## src/rtl/jellyvl_synctimer_pkg.sv

```systemverilog
// Shared types, constants and step helpers for the synctimer subsystem.
// Users of the functions pass their own numerator/denominator parameters.
package jellyvl_synctimer_pkg;

  localparam int DEFAULT_TIMER_WIDTH = 64;

  typedef logic [DEFAULT_TIMER_WIDTH-1:0] t_time;

  localparam logic ADJ_SIGN_PLUS  = 1'b0;
  localparam logic ADJ_SIGN_MINUS = 1'b1;

  function automatic int calc_step_int(input int numerator, input int denominator);
    return numerator / denominator;
  endfunction

  function automatic int calc_step_frac(input int numerator, input int denominator);
    return numerator % denominator;
  endfunction

  // One extra bit keeps frac + STEP_FRAC (< 2*denominator) from overflowing.
  function automatic int calc_frac_width(input int denominator);
    return $clog2(denominator) + 1;
  endfunction

endpackage

```

## src/rtl/jellyvl_synctimer_timer_step.sv

```systemverilog
// Rational-rate step generator: emits STEP_INT or STEP_INT+1 per cycle so the
// long-run average step equals PERIOD_NUMERATOR / PERIOD_DENOMINATOR.
module jellyvl_synctimer_timer_step
  import jellyvl_synctimer_pkg::*;
#(
  parameter int PERIOD_NUMERATOR   = 10,
  parameter int PERIOD_DENOMINATOR = 3,
  parameter int STEP_WIDTH         = 64
) (
  input  logic                  clk,
  input  logic                  reset,
  input  logic                  clear,
  output logic [STEP_WIDTH-1:0] step
);

  localparam int FRAC_WIDTH = calc_frac_width(PERIOD_DENOMINATOR);
  localparam logic [FRAC_WIDTH-1:0] STEP_FRAC =
    FRAC_WIDTH'(calc_step_frac(PERIOD_NUMERATOR, PERIOD_DENOMINATOR));
  localparam logic [FRAC_WIDTH-1:0] DENOM = FRAC_WIDTH'(PERIOD_DENOMINATOR);
  localparam logic [STEP_WIDTH-1:0] STEP_INT =
    STEP_WIDTH'(calc_step_int(PERIOD_NUMERATOR, PERIOD_DENOMINATOR));

  logic [FRAC_WIDTH-1:0] frac_q;
  logic [FRAC_WIDTH-1:0] frac_d;
  logic [FRAC_WIDTH-1:0] frac_sum;
  logic                  carry;

  always_comb begin
    frac_sum = frac_q + STEP_FRAC;
    carry    = (frac_sum >= DENOM);
    frac_d   = carry ? (frac_sum - DENOM) : frac_sum;
    if (clear) begin
      frac_d = '0;
    end
    step = STEP_INT + STEP_WIDTH'(carry);
  end

  always_ff @(posedge clk) begin
    if (!reset) begin
      frac_q <= '0;
    end else begin
      frac_q <= frac_d;
    end
  end

endmodule

```

## src/rtl/jellyvl_synctimer_timer.sv

```systemverilog
// Local free-running timestamp: rational-period advance, +/-1 adjust handshake
// with optional hold-off, absolute load, and saturating adjust statistics.
module jellyvl_synctimer_timer
  import jellyvl_synctimer_pkg::*;
#(
  parameter int                     TIMER_WIDTH        = 64,
  parameter int                     PERIOD_NUMERATOR   = 10,
  parameter int                     PERIOD_DENOMINATOR = 3,
  parameter int                     ADJUST_HOLD        = 0,
  parameter int                     COUNT_WIDTH        = 16,
  parameter logic [TIMER_WIDTH-1:0] INIT_TIME          = '0
) (
  input  logic                   reset,
  input  logic                   clk,
  input  logic [TIMER_WIDTH-1:0] set_time,
  input  logic                   set_valid,
  input  logic                   adjust_sign,
  input  logic                   adjust_valid,
  output logic                   adjust_ready,
  output logic [TIMER_WIDTH-1:0] current_time,
  output logic [COUNT_WIDTH-1:0] adjust_plus_count,
  output logic [COUNT_WIDTH-1:0] adjust_minus_count
);

  localparam int HOLD_WIDTH = (ADJUST_HOLD > 0) ? $clog2(ADJUST_HOLD + 1) : 1;
  localparam logic [HOLD_WIDTH-1:0] HOLD_LOAD = HOLD_WIDTH'(ADJUST_HOLD);

  logic [TIMER_WIDTH-1:0] time_q,  time_d;
  logic [HOLD_WIDTH-1:0]  hold_q,  hold_d;
  logic [COUNT_WIDTH-1:0] plus_q,  plus_d;
  logic [COUNT_WIDTH-1:0] minus_q, minus_d;
  logic [TIMER_WIDTH-1:0] step;
  logic [TIMER_WIDTH-1:0] adj_delta;
  logic                   accept;

  jellyvl_synctimer_timer_step #(
    .PERIOD_NUMERATOR  (PERIOD_NUMERATOR),
    .PERIOD_DENOMINATOR(PERIOD_DENOMINATOR),
    .STEP_WIDTH        (TIMER_WIDTH)
  ) u_step (
    .clk  (clk),
    .reset(reset),
    .clear(set_valid),
    .step (step)
  );

  // A load wins over any pending adjust, which stays held upstream.
  always_comb begin
    adjust_ready = (hold_q == '0) & ~set_valid & reset;
    accept       = adjust_valid & adjust_ready;

    adj_delta = '0;
    if (accept) begin
      adj_delta = (adjust_sign == ADJ_SIGN_MINUS) ? '1 : TIMER_WIDTH'(1);
    end

    time_d = time_q + step + adj_delta;
    hold_d = hold_q;
    if (accept) begin
      hold_d = HOLD_LOAD;
    end else if (hold_q != '0) begin
      hold_d = hold_q - HOLD_WIDTH'(1);
    end

    if (set_valid) begin
      time_d = set_time;
      hold_d = '0;
    end

    plus_d  = plus_q;
    minus_d = minus_q;
    if (accept && (adjust_sign == ADJ_SIGN_PLUS) && (plus_q != '1)) begin
      plus_d = plus_q + COUNT_WIDTH'(1);
    end
    if (accept && (adjust_sign == ADJ_SIGN_MINUS) && (minus_q != '1)) begin
      minus_d = minus_q + COUNT_WIDTH'(1);
    end
  end

  always_ff @(posedge clk) begin
    if (!reset) begin
      time_q  <= INIT_TIME;
      hold_q  <= '0;
      plus_q  <= '0;
      minus_q <= '0;
    end else begin
      time_q  <= time_d;
      hold_q  <= hold_d;
      plus_q  <= plus_d;
      minus_q <= minus_d;
    end
  end

  assign current_time       = time_q;
  assign adjust_plus_count  = plus_q;
  assign adjust_minus_count = minus_q;

endmodule

```

## config.mk

```make
export PLATFORM = sky130hd
export DESIGN_NAME = jellyvl_synctimer_timer
export DESIGN_NICKNAME = d
export VERILOG_FILES = /design/src/rtl/jellyvl_synctimer_pkg.sv /design/src/rtl/jellyvl_synctimer_timer_step.sv /design/src/rtl/jellyvl_synctimer_timer.sv
export SDC_FILE = /design/constraint.sdc
export NUM_CORES = 1
export LEC_CHECK = 0
export CORE_MARGIN = 5
export CORE_UTILIZATION = 45
export CTS_BUF_LIST = sky130_fd_sc_hd__clkbuf_16
export DETAILED_ROUTE_END_ITERATION = 7
export HOLD_SLACK_MARGIN = 0.1
export PLACE_DENSITY = 0.8
export SKIP_LAST_GASP = 1
export SLEW_MARGIN = 20
export SYNTH_ARGS = -nofsm -noshare
export SYNTH_HDL_FRONTEND = slang
export SYNTH_SLANG_ARGS = --single-unit
```

## constraint.sdc

```tcl
create_clock -name clk -period 7.5 [get_ports clk]
set_clock_uncertainty 0.2 [all_clocks]
set_input_delay 1.875 -clock clk [delete_from_list [all_inputs] [get_ports clk]]
set_output_delay 1.875 -clock clk [all_outputs]
set_load 0.05 [all_outputs]
```

==> out/metrics.yaml <==
status: "finished, final reports clean"
grt_pass1_vias: 7694
path_clk_slew_ns: 0.08
synth_xor_area_share_pct: 8.57
cts_made_buffers: 9
antenna_cells: 0
netlist_top_cells_count: "nor2_1, ha_1, a21oi_1"
synth-main-ff-cell: "dfxtp_1"
clkPwrFrac_pct: 31.2
tightest_slew_ns: 0.953
yosys.cell_count.top_type: "nor2_1"
syn2layout_area_growth_pct: 26.6
fin_crit_sh_pct: 85.0
drive_gt1_share_pct: 3.53
post-cts-setup-buffer-count: 0
die_y_um: 145
dp_hpwl_um: 17900
synthAdderAreaFrac_pct: 20.1
cp.arrival_ns: 6.49
required_ns: 7.61
grt_max_degree: 77
multi_input_area_um2: 5950
hp-start: "adjust_minus_count[10]$_SDFFE_PN0P_"
leakage_uw: 0.00464
fp.dieW_um: 145
fillers: 1669
power_density_nw_per_um2: 161
hold_class: "flop to flop"
rr_worst_depth: 20
setup_viol: 0
reg2reg_from: "u_step.frac_q[0]$_SDFFE_PP0N_"
grt_setup_unrepaired: "false"
start_util_pct: 45.7
grt.overflow.total: 0
ys_ff_latch: 100
h-tree-depth: 3
peakVddDrop_uv: 110
synth_top_area_share_pct: 24.5
pwr-share-seq_pct: 35.6
boundaryPins: 166
place_congestion: 0.944
stdcell_area_um2: 10400
setup.worst_path.class: "primary input to flop"
synth_largest_area_cell: "dfxtp_1"
ys_seq_area_share_pct: 24.5
place_area_um2: 10000
timing.fmax_mhz: 157
power_switching_uw: 608
crit_path_start: "reset"
port_buffers: 165
ys_warn_count: 0
vias: 7842
avgViaCountPerCell: 5.63
final-hold-violation-count: 0
sw_frac_of_total_pct: 36.4
grt_pass1_wl_um: 36800
synth_top_family_by_area: "compound AO/OA/AOI/OAI gates"
async_flop_share_pct: 0
ant_nets: 0
power_frac_comb_pct: 33.2
globalRouteTotalUtil_pct: 21.6
clk_path_buf_depth: 2
p_int_uw: 1060
synth_edf_count: 0
holdPathStages: 2
drt_iter0_markers: 589
die-area_um2: 21000
cts_resized: 0
synth_area_leaders: "dfxtp_1, ha_1, a21oi_1"
synthMuxAreaShare_pct: 2.33
cp-start-kind: "primary input"
dr.pass1.iters: 6
synth.avg_cell_area_um2: 8.07
std_cell_rows: 49
drv_cap: 0
endpoint_kind: "flop"
synth_cells: 1013
routed_wl_um: 22700
slew_headroom_pct: 36.0
yosys.area_share.simple_pct: 19.7
synth_compound_area_share_pct: 22.0
period_minus_slack_ns: 6.38
tns_ns: 0
clkLatencyLatePin_ns: 0.37
synth_fp_nets: 1213
syn-cell-area_um2: 8170
seq_area_um2: 2000
cts_sinks: 100
coreArea_um2: 17900
cts.root.buffer_cell: "clkbuf_16"
tritoncts: "done"
cts.hold.buffers_added: 0
cp_max_fo: 32
finalMaxSlewViolations: 0
wl_per_cell_um: 16.3
netlist-cell-type-count: 69
antenna_found_initial: 0
nets: 1358
drc_errors: 0
## placed cells by master, fill, tap and decap left out, types with 8 or more instances in the layout
cell type        instances
clkdlybuf4s50_1        164
nor2_1                 134
ha_1                   130
a21oi_1                108
dfxtp_1                100
nand2_1                 82
a21o_1                  43
xnor2_1                 43
xor2_1                  37
o21ai_0                 37
nand3_1                 29
nand4_1                 21
inv_1                   19
nor3_1                  19
mux2i_1                 19
o21bai_1                13
and2_1                  12
or3_1                    9
and3_1                   9
o21a_1                   9
clkbuf_16                9
nand2b_1                 8
buf_4                    8
## cell type report
class / count / share of cell area, %
clock buffer: 9 / 2.18
clock inverter: 7 / 1.02
inverter: 21 / 0.798
multi-input combinational: 854 / 57.5
sequential: 100 / 19.3
tap: 229 / 2.77
timing repair buffer: 172 / 16.4
## routing by layer
layer	global-route usage (%)	routed length, µm	up-vias
met2	34.9	10300	255
li1	-	-	3954
met4	6.87	599	0
met1	28.3	10200	3596
met3	5.36	1580	37
met5	0	0	-
## cell families (layout without fill, tap and decap cells)
family	count (synthesis)	in the layout
AO/OA/AOI/OAI	276	276
flip-flops	100	100
other	1	1
multiplexers	19	19
XOR/XNOR	80	80
buffers and inverters	59	209
AND/OR/NAND/NOR	347	347
adder cells (fa/ha/maj)	131	131
## power by group through the flow
stage	Clock, µW	Combinational [µW]	Sequential, µW
3_5_place_dp	0	556	609
2_1_floorplan	0	282	708
4_1_cts	532	559	597
5_1_grt	556	612	601
3_3_place_gp	0	547	609
6_report	522	554	596
## sequential cells by signal, indices dropped and copies added, names as in the netlist
name                count
current_time           64
adjust_minus_count     16
adjust_plus_count      16
u_step.frac_q           3
hold_q                  1
## worst paths after layout
check / end / slack (ns)
min: adjust_minus_count[10]$_SDFFE_PN0P_ / 0.34
max: current_time[59]$_SDFF_PN0_ / 1.12
max reg2reg: current_time[57]$_SDFF_PN0_ / 1.99
min reg2reg: adjust_minus_count[10]$_SDFFE_PN0P_ / 0.34
## stage by stage
stage          hold slack [ns]  power, µW  utilization, %  setup slack, ns  std cells
5_1_grt                  0.371       1770            57.8            0.723       1392
2_1_floorplan            0.303        990               -            0.231       1013
6_report                 0.345       1670            57.8             1.12       1392
3_5_place_dp             0.324       1160            56.0            0.749       1376
4_1_cts                  0.346       1690            57.8             1.08       1392
3_3_place_gp             0.298       1160            56.0            0.871       1376
## critical path: stages
cell,delay (ns)
clkdlybuf4s50_1,0.49
nand2b_1,0.08
nor2_1,0.11
and2_1,0.20
nand2_1,0.19
clkinvlp_4,0.16
buf_4,0.34
ha_1,0.31
ha_1,0.38
nand2_1,0.15
or4_1,0.63
nor2_1,0.17
o211ai_1,0.14
a31oi_1,0.23
o21ai_1,0.13
a21oi_1,0.28
a21boi_1,0.17
nor4_1,0.29
a211o_1,0.14
Power figures use the tool's default switching activity.
